--- config.mk ---
export PLATFORM = sky130hd
export DESIGN_NAME = onehot_demux
export DESIGN_NICKNAME = d
export VERILOG_FILES = /design/src/rtl/onehot_demux.sv
export SDC_FILE = /design/constraint.sdc
export NUM_CORES = 1
export LEC_CHECK = 0
export CAP_MARGIN = 20
export CORE_UTILIZATION = 36
export CTS_CLUSTER_DIAMETER = 40
export CTS_CLUSTER_SIZE = 14
export DETAILED_ROUTE_END_ITERATION = 6
export PLACE_DENSITY = 0.83
export SYNTH_ARGS = -nofsm -noshare
export SYNTH_HDL_FRONTEND = slang
export SYNTH_SLANG_ARGS = --single-unit
--- constraint.sdc ---
create_clock -name clk -period 3.3 [get_ports clk]
set_input_delay 0.66 -clock clk [delete_from_list [all_inputs] [get_ports clk]]
set_output_delay 0.66 -clock clk [all_outputs]
set_load 0.02 [all_outputs]
--- src/rtl/onehot_demux.sv ---
// One-hot stream demultiplexer with a single registered holding stage.
// Optional saturating drop counter: ONEHOT_DEMUX_ERR_CNT_EN.
module onehot_demux #(
  parameter int DW = 8,
  parameter int N  = 4
) (
  input  logic          clk,
  input  logic          aresetn,
  input  logic          in_valid,
  output logic          in_ready,
  input  logic [N-1:0]  in_sel,
  input  logic [DW-1:0] in_data,
  output logic [N-1:0]  out_valid,
  input  logic [N-1:0]  out_ready,
  output logic [N*DW-1:0] out_data,
  output logic          err,
  output logic [7:0]    err_cnt
);

  logic [N-1:0]  r_sel;
  logic [DW-1:0] r_data;
  logic          r_err;
  logic          w_full;
  logic          w_hs;
  logic          w_acc;
  logic          w_legal;

  // r_sel doubles as the full flag and the channel index
  assign w_full  = |r_sel;
  assign w_hs    = |(r_sel & out_ready);
  assign in_ready = aresetn & (~w_full | w_hs);
  assign w_acc   = in_valid & in_ready;
  assign w_legal = (in_sel != '0) &&
                   ((in_sel & (in_sel - 1'b1)) == '0);

  always_ff @(posedge clk or negedge aresetn) begin
    if (!aresetn) begin
      r_sel  <= '0;
      r_data <= '0;
      r_err  <= 1'b0;
    end else begin
      r_err <= w_acc & ~w_legal;
      if (w_acc) begin
        r_sel  <= w_legal ? in_sel : '0;
        r_data <= in_data;
      end else if (w_hs) begin
        r_sel <= '0;
      end
    end
  end

  assign out_valid = r_sel;
  assign err       = r_err;

  for (genvar i = 0; i < N; i++) begin : g_slice
    assign out_data[(i+1)*DW-1 -: DW] = r_sel[i] ? r_data : '0;
  end

`ifdef ONEHOT_DEMUX_ERR_CNT_EN
  logic [7:0] r_cnt;

  always_ff @(posedge clk or negedge aresetn) begin
    if (!aresetn) begin
      r_cnt <= '0;
    end else if (w_acc && !w_legal && r_cnt != 8'hFF) begin
      r_cnt <= r_cnt + 8'd1;
    end
  end

  assign err_cnt = r_cnt;
`else
  assign err_cnt = 8'h00;
`endif

endmodule

==> impl_results.md, run 1 <==
- CTS tree: yes
- Root Driver: clkbuf_4
- Longest Clk Path Bufs: 2
- LEAKAGE: 0.593 nW
- Non-Filler Instances: 170
- Mapped Cells: 86
- CTS Buf Count: 3
- GR Util All Layers: 17.7%
- CP max-delay cell: clkdlybuf4s50_1
- Critical Path RT: 2.64 ns
- Hold wc startpoint: r_data[3]$_DFFE_PN0P_
- Filler cells: 194
- Die X-Extent: 50.9 um
- DR WL/cell: 12.4 um
- Vias: 816
- Area Overhead vs Synth: 68.1%
- I/O Buffers: 56
- Status: finished, final reports clean
- Worst Setup SP: out_ready[0]
- Fmax: 336 MHz
- Final Hold Vio Count: 0
- Commonest non-fill, non-tap cell in the layout: clkdlybuf4s50_1
- Startpoint Class: input pin
- #FFs+latches synth: 13
- Most common cell on crit path: clkdlybuf4s50_1
- DP Wirelength: 1.64 mm
- Crit-path max FO: 4
- Drc violations: 0
- CTS Hold Bufs: 0
- Antenna violations before repair: 0
- Post-synthesis cell area: 862 um^2
- Postcts setup bufs: 0
- Syn_area_per_cell: 10.0 um^2
- Bufs and invs on worst path: 2
- Max-cap violations: 0
- GR Overflow Total: 0
- Initial core utilization: 38.6%
- Ratio of cells with drive above 1 in the final layout: 12.0%
- Chip height: 50.9 um
- Crit path largest cell delay: 0.55 ns
- Clock Skews: 0.00401 ns
- DR pass1 iterations: 4
- Worst Setup Path Type: input pin to primary output
- Clock Latency Late Sink: 0.27 ns
- CP cell instances: clkdlybuf4s50_1 > a22oi_1 > and2_0 > a21boi_0 > clkdlybuf4s50_1
- Final GP Congestion: 0.717
- Largest net degree at the start of global routing: 15
- Sequential power share: 28.2%
- Setup WS post-layout: 0.325 ns
- Unrepaired setup endpoints after global routing: no
- R2R Path Start: out_valid[2]$_DFFE_PN0P_
- Fin. max-slew vios: 0
- Sequential area share after synthesis: 37.7%
- Via density: 4.80
- HP Class: flop to flop
- Clock share of power: 8.2%
- Data arrival time of the critical path: 2.31 ns
- Setup violations, final: 0
- Sw Ratio: 42.9%
- Reg clk slew, reported paths: 0.07 ns
- Nets: 162
- Drt initial violations: 6
- R2R setup slack: 1.22 ns
- Peak supply drop: 0.513 mV
- Slew headroom: 60.0%
- Worst reg2reg endpoint: r_data[5]$_DFFE_PN0P_
- PD cells: 803 nW/um^2
- Synth Flop Type: dfrtp_1
- H-tree depth: 1
- DIE AREA: 2590 um^2
- Ports: 65
- Final ANT Viol Nets: 0
- Internal power of the cells: 0.664 mW
- Place WS: 0.332 ns
- Combinational fraction of design power: 63.5%
- Tightest Pin Transition: 0.593 ns
- Number of global-route vias before repair: 765
- CP delay by family, top: buffers and inverters
- CTS sink cnt: 13
- Worst reg2reg path depth: 3
- NetSw: 0.499 mW
- Total core area: 2230 um^2
- Detailed Route WL: 2.11 mm
- # diodes: 0
- Most frequent cells in the layout: clkdlybuf4s50_1 (56), and2_1 (32), dfrtp_1 (13), mux2_2 (8), conb_1 (8)
- Global-route wire length before repair: 3.39 mm
- CP Capture Type: primary output
- Async SR Flop Fraction: 100%
- Fin crit period: 2.97 ns
- CTS resizes: 0
- Period utilization: 90.1%
- Hold endpoint: r_data[3]$_DFFE_PN0P_
- Dpl cells: 166
- Fin Hold WS: 0.553 ns
- Core Util, Final: 64.9%
- Yosys cell types: 20
- Cell depth of the worst hold path: 1
- Ys Warns: 0
- Row count: 17
- Sum Neg Setup Slack: 0 ns
- Post-synth EDFFs: 0
layer usage:
| layer | global-route usage [%] | vias up | routed length (um) | share of wire, % |
|---|---|---|---|---|
| met5 | 0 | - | 0 | 0 |
| li1 | - | 392 | - | - |
| met4 | 7.87 | 0 | 26 | 1.2 |
| met2 | 32.2 | 51 | 1040 | 49 |
| met1 | 19.2 | 369 | 864 | 41 |
| met3 | 4.17 | 4 | 177 | 8.4 |
sequential cells by signal, indices dropped and copies added, names as in the netlist:
signal,cells
out_valid,4
r_data,8
err,1
how the worst max path moves through the flow:
stage                     endpoint  slack [ns]  cells after the start
after floorplan           in_ready        0.93                      5
after global placement    in_ready        0.38                      5
after detailed placement  in_ready        0.33                      5
after CTS                 in_ready        0.32                      5
after global routing      in_ready        0.21                      3
final                     in_ready        0.33                      5
cells in the mapped netlist, types with 2 or more instances:
cell      number  area share (%)
a22oi_1        2             1.7
mux2_2         8              10
dfrtp_1       13              38
or4b_2         2             2.3
and2_1        32              23
a32o_1         2             2.3
a311oi_1       2             2.0
buf_4          8             7.0
clkbuf_1       5             2.2
a21o_1         2             1.7
stage by stage:
stage | power, mW | instance area [um^2]
after floorplan | 0.746 | 888
after global placement | 1.06 | 1420
after detailed placement | 1.08 | 1420
after CTS | 1.17 | 1450
after global routing | 1.25 | 1450
final | 1.16 | 1450
cell families (layout without fill, tap and decap cells):
| family | Yosys count | in the layout | synth area share [%] |
|---|---|---|---|
| mux | 8 | 8 | 10.5 |
| xor+xnor | 1 | 1 | 1.02 |
| other cells | 1 | 8 | 0.435 |
| simple gates | 37 | 37 | 27.6 |
| buf+inv | 14 | 63 | 9.72 |
| flops | 13 | 13 | 37.7 |
| compound gates | 12 | 12 | 13.1 |
area by class of cell:
| cell class | count | area (um^2) | area share [%] |
|---|---|---|---|
| timing repair buffer | 59 | 583 | 40.2 |
| clock buffer | 4 | 26.3 | 1.81 |
| sequential | 13 | 325 | 22.5 |
| tap | 28 | 35.0 | 2.42 |
| multi-input combinational | 66 | 479 | 33.1 |
power by group through the flow:
stage | clock network (mW) | logic, mW | registers (mW)
floorplan | 0 | 0.435 | 0.310
global placement | 0 | 0.732 | 0.326
detailed placement | 0 | 0.744 | 0.332
CTS | 0.0980 | 0.746 | 0.329
global route | 0.111 | 0.787 | 0.347
finish | 0.0955 | 0.740 | 0.329
(Power assumes the default switching activity.)
==> run 2: changes to the inputs <==
--- a/config.mk
+++ b/config.mk
@@ -5,12 +5,13 @@
 export SDC_FILE = /design/constraint.sdc
 export NUM_CORES = 1
 export LEC_CHECK = 0
+export ABC_CLOCK_PERIOD_IN_PS = 3100
 export CAP_MARGIN = 20
-export CORE_UTILIZATION = 36
+export CORE_UTILIZATION = 33
 export CTS_CLUSTER_DIAMETER = 40
 export CTS_CLUSTER_SIZE = 14
 export DETAILED_ROUTE_END_ITERATION = 6
-export PLACE_DENSITY = 0.83
+export PLACE_DENSITY = 0.8
 export SYNTH_ARGS = -nofsm -noshare
 export SYNTH_HDL_FRONTEND = slang
 export SYNTH_SLANG_ARGS = --single-unit
==> constraint.sdc (replaced) <==
create_clock -name clk -period 3.1 [get_ports clk]
set_input_delay 0.62 -clock clk [delete_from_list [all_inputs] [get_ports clk]]
set_output_delay 0.62 -clock clk [all_outputs]
set_load 0.02 [all_outputs]
==> run 2 against run 1 <==
Combinational power increased by 14%. Count of clock-buffer cells in the layout decreased by 1. Setup slack got worse by 0.11 ns. Die area increased by 8.7%. Clock skew decreased by 0.0034 ns. Global-route usage decreased by 0.72 points. Largest cell class unchanged.
==> impl_results.md, run 2 (same netlist as run 1, synthesis figures left out) <==
- Drt initial violations: 4 (-2)
- Tightest Pin Transition: 0.635 ns (+0.0428 ns)
- Detailed Route WL: 2.22 mm (+5.5%)
- Hold wc startpoint: r_data[4]$_DFFE_PN0P_
- Commonest non-fill, non-tap cell in the layout: clkdlybuf4s50_1
- CTS Hold Bufs: 0 (unchanged)
- DIE AREA: 2820 um^2 (+8.7%)
- Area Overhead vs Synth: 71.1%
- Slew headroom: 57.1% (-2.9 points)
- Worst Setup Path Type: input pin to primary output
- Critical Path RT: 2.48 ns (-0.16 ns)
- Cell depth of the worst hold path: 1 (unchanged)
- Ratio of cells with drive above 1 in the final layout: 14.5% (+2.5 points)
- Crit path largest cell delay: 0.55 ns (about the same)
- CP max-delay cell: clkdlybuf4s50_1
- Initial core utilization: 34.8% (-3.8 points)
- Most frequent cells in the layout: clkdlybuf4s50_1 (56), and2_1 (32), dfrtp_1 (13), mux2_2 (8), conb_1 (8)
- GR Util All Layers: 17.0% (-0.72 points)
- Period utilization: 92.9%
- Fmax: 347 MHz
- Startpoint Class: input pin
- Fin crit period: 2.88 ns
- Reg area: 325 um^2 (unchanged)
- LEAKAGE: 0.611 nW (+3.0%)
- Crit-path max FO: 4 (unchanged)
- Worst reg2reg path depth: 3 (unchanged)
- Peak supply drop: 0.540 mV (+5.2%)
- Max-cap violations: 0 (unchanged)
- Chip height: 53.1 um (+4.3%)
- CTS sink cnt: 13 (unchanged)
- Ports: 65 (unchanged)
- Worst reg2reg endpoint: r_data[3]$_DFFE_PN0P_
- Tot Pwr: 1.27 mW (+9.1%)
- # diodes: 0 (unchanged)
- Most common cell on crit path: clkdlybuf4s50_1
- Sum Neg Setup Slack: 0 ns (unchanged)
- CTS tree: yes
- Setup violations, final: 0 (unchanged)
- Setup WS post-layout: 0.219 ns (-0.107 ns)
- DR WL/cell: 12.7 um (+2.5%)
- Top reg by flops: r_data
- Data arrival time of the critical path: 2.26 ns (-0.05 ns)
- Via density: 4.78 (-0.36%)
- Antenna violations before repair: 0 (unchanged)
- R2R Path Start: out_valid[0]$_DFFE_PN0P_
- Number of global-route vias before repair: 807 (+5.5%)
- Die X-Extent: 53.1 um (+4.3%)
- Row count: 18 (+1)
- Clock Latency Late Sink: 0.27 ns (about the same)
- Longest Clk Path Bufs: 2 (unchanged)
- Status: finished, final reports clean
- Hold endpoint: r_data[4]$_DFFE_PN0P_
- GR Overflow Total: 0 (unchanged)
- Nets: 165 (+1.9%)
- Total core area: 2480 um^2 (+11%)
- DP Wirelength: 1.75 mm (+6.5%)
- HP Class: flop to flop
- Fin. max-slew vios: 0 (unchanged)
- CTS resizes: 0 (unchanged)
- Global-route wire length before repair: 3.44 mm (+1.7%)
- R2R setup slack: 1.12 ns (-0.10 ns)
- Drc violations: 0 (unchanged)
- PD cells: 861 nW/um^2 (+7.2%)
- Final GP Congestion: 0.671 (-6.3%)
- Final ANT Viol Nets: 0 (unchanged)
- Unrepaired setup endpoints after global routing: no
- Root Driver: clkbuf_4
- Max reg flops: 8 (unchanged)
- Place WS: 0.232 ns (-0.100 ns)
- CP Capture Type: primary output
- CTS Buf Count: 3 (unchanged)
- DR pass1 iterations: 4 (unchanged)
- Filler cells: 225 (+16%)
- Largest net degree at the start of global routing: 15 (unchanged)
- CP cell instances: clkdlybuf4s50_1 > a22oi_1 > and2_0 > a21boi_0 > clkdlybuf4s50_1
- Clock Skews: 0.000587 ns (-0.00343 ns)
- Final Hold Vio Count: 0 (unchanged)
- H-tree depth: 1 (unchanged)
- I/O Buffers: 56 (unchanged)
- Vias: 837 (+2.6%)
- Area of the multi-input gates: 479 um^2 (unchanged)
- Reg clk slew, reported paths: 0.09 ns (+0.02 ns)
- Postcts setup bufs: 0 (unchanged)
run 2: cell count changes in the layout (fill, tap and decap cells not counted):
cell,delta
buf_4,+3
clkbuf_1,-1
clkinv_2,+1
run 2: metrics by stage:
stage / area (um^2) / cells / util, % / hold WS, ns
final: 1480 / 175 / 59.5 / 0.560
after detailed placement: 1450 / 171 / 58.4 / 0.546
after global routing: 1480 / 175 / 59.5 / 0.601
after CTS: 1480 / 175 / 59.5 / 0.566
after floorplan: 888 / 93 / - / 0.324
after global placement: 1450 / 171 / 58.4 / 0.531
run 2: worst max-delay path, delay by kind of cell:
kind                   cells  cell delay, ns
and+or+nand+nor            1            0.22
buffers and inverters      2            0.95
AOI/OAI and AO/OA          2            0.48
run 2: power breakdown:
part           switching [mW]  internal, mW  leakage (nW)
Sequential             0.0710         0.248         0.161
Clock                  0.0579        0.0477        0.0177
Combinational           0.416         0.429         0.431
Total                   0.545         0.725         0.611
run 2: how the worst max path moves through the flow:
stage,startpoint,end,slack (ns),cells after the start
detailed placement,out_ready[2],in_ready,0.23,5
floorplan,out_valid[0]$_DFFE_PN0P_,in_ready,0.77,5
finish,out_ready[2],in_ready,0.22,5
CTS,out_ready[2],in_ready,0.22,5
global route,out_ready[2],in_ready,0.11,5
global placement,out_ready[2],in_ready,0.25,5
run 2: final cells by class:
type,instances,share of cell area (%)
Timing Repair Buffer,62,41.1
Clock inverter,1,0.339
Tap cell,30,2.54
Clock buffer,3,1.53
Sequential cell,13,22.1
Multi-Input combinational cell,66,32.5
run 2: metal layers:
layer / vias to the layer above / wire (um) / GRT usage, %
met2: 49 / 1200 / 32.1
met5: - / 0 / 0
li1: 402 / - / -
met3: 2 / 205 / 4.31
met1: 384 / 799 / 17.8
met4: 0 / 14 / 6.14
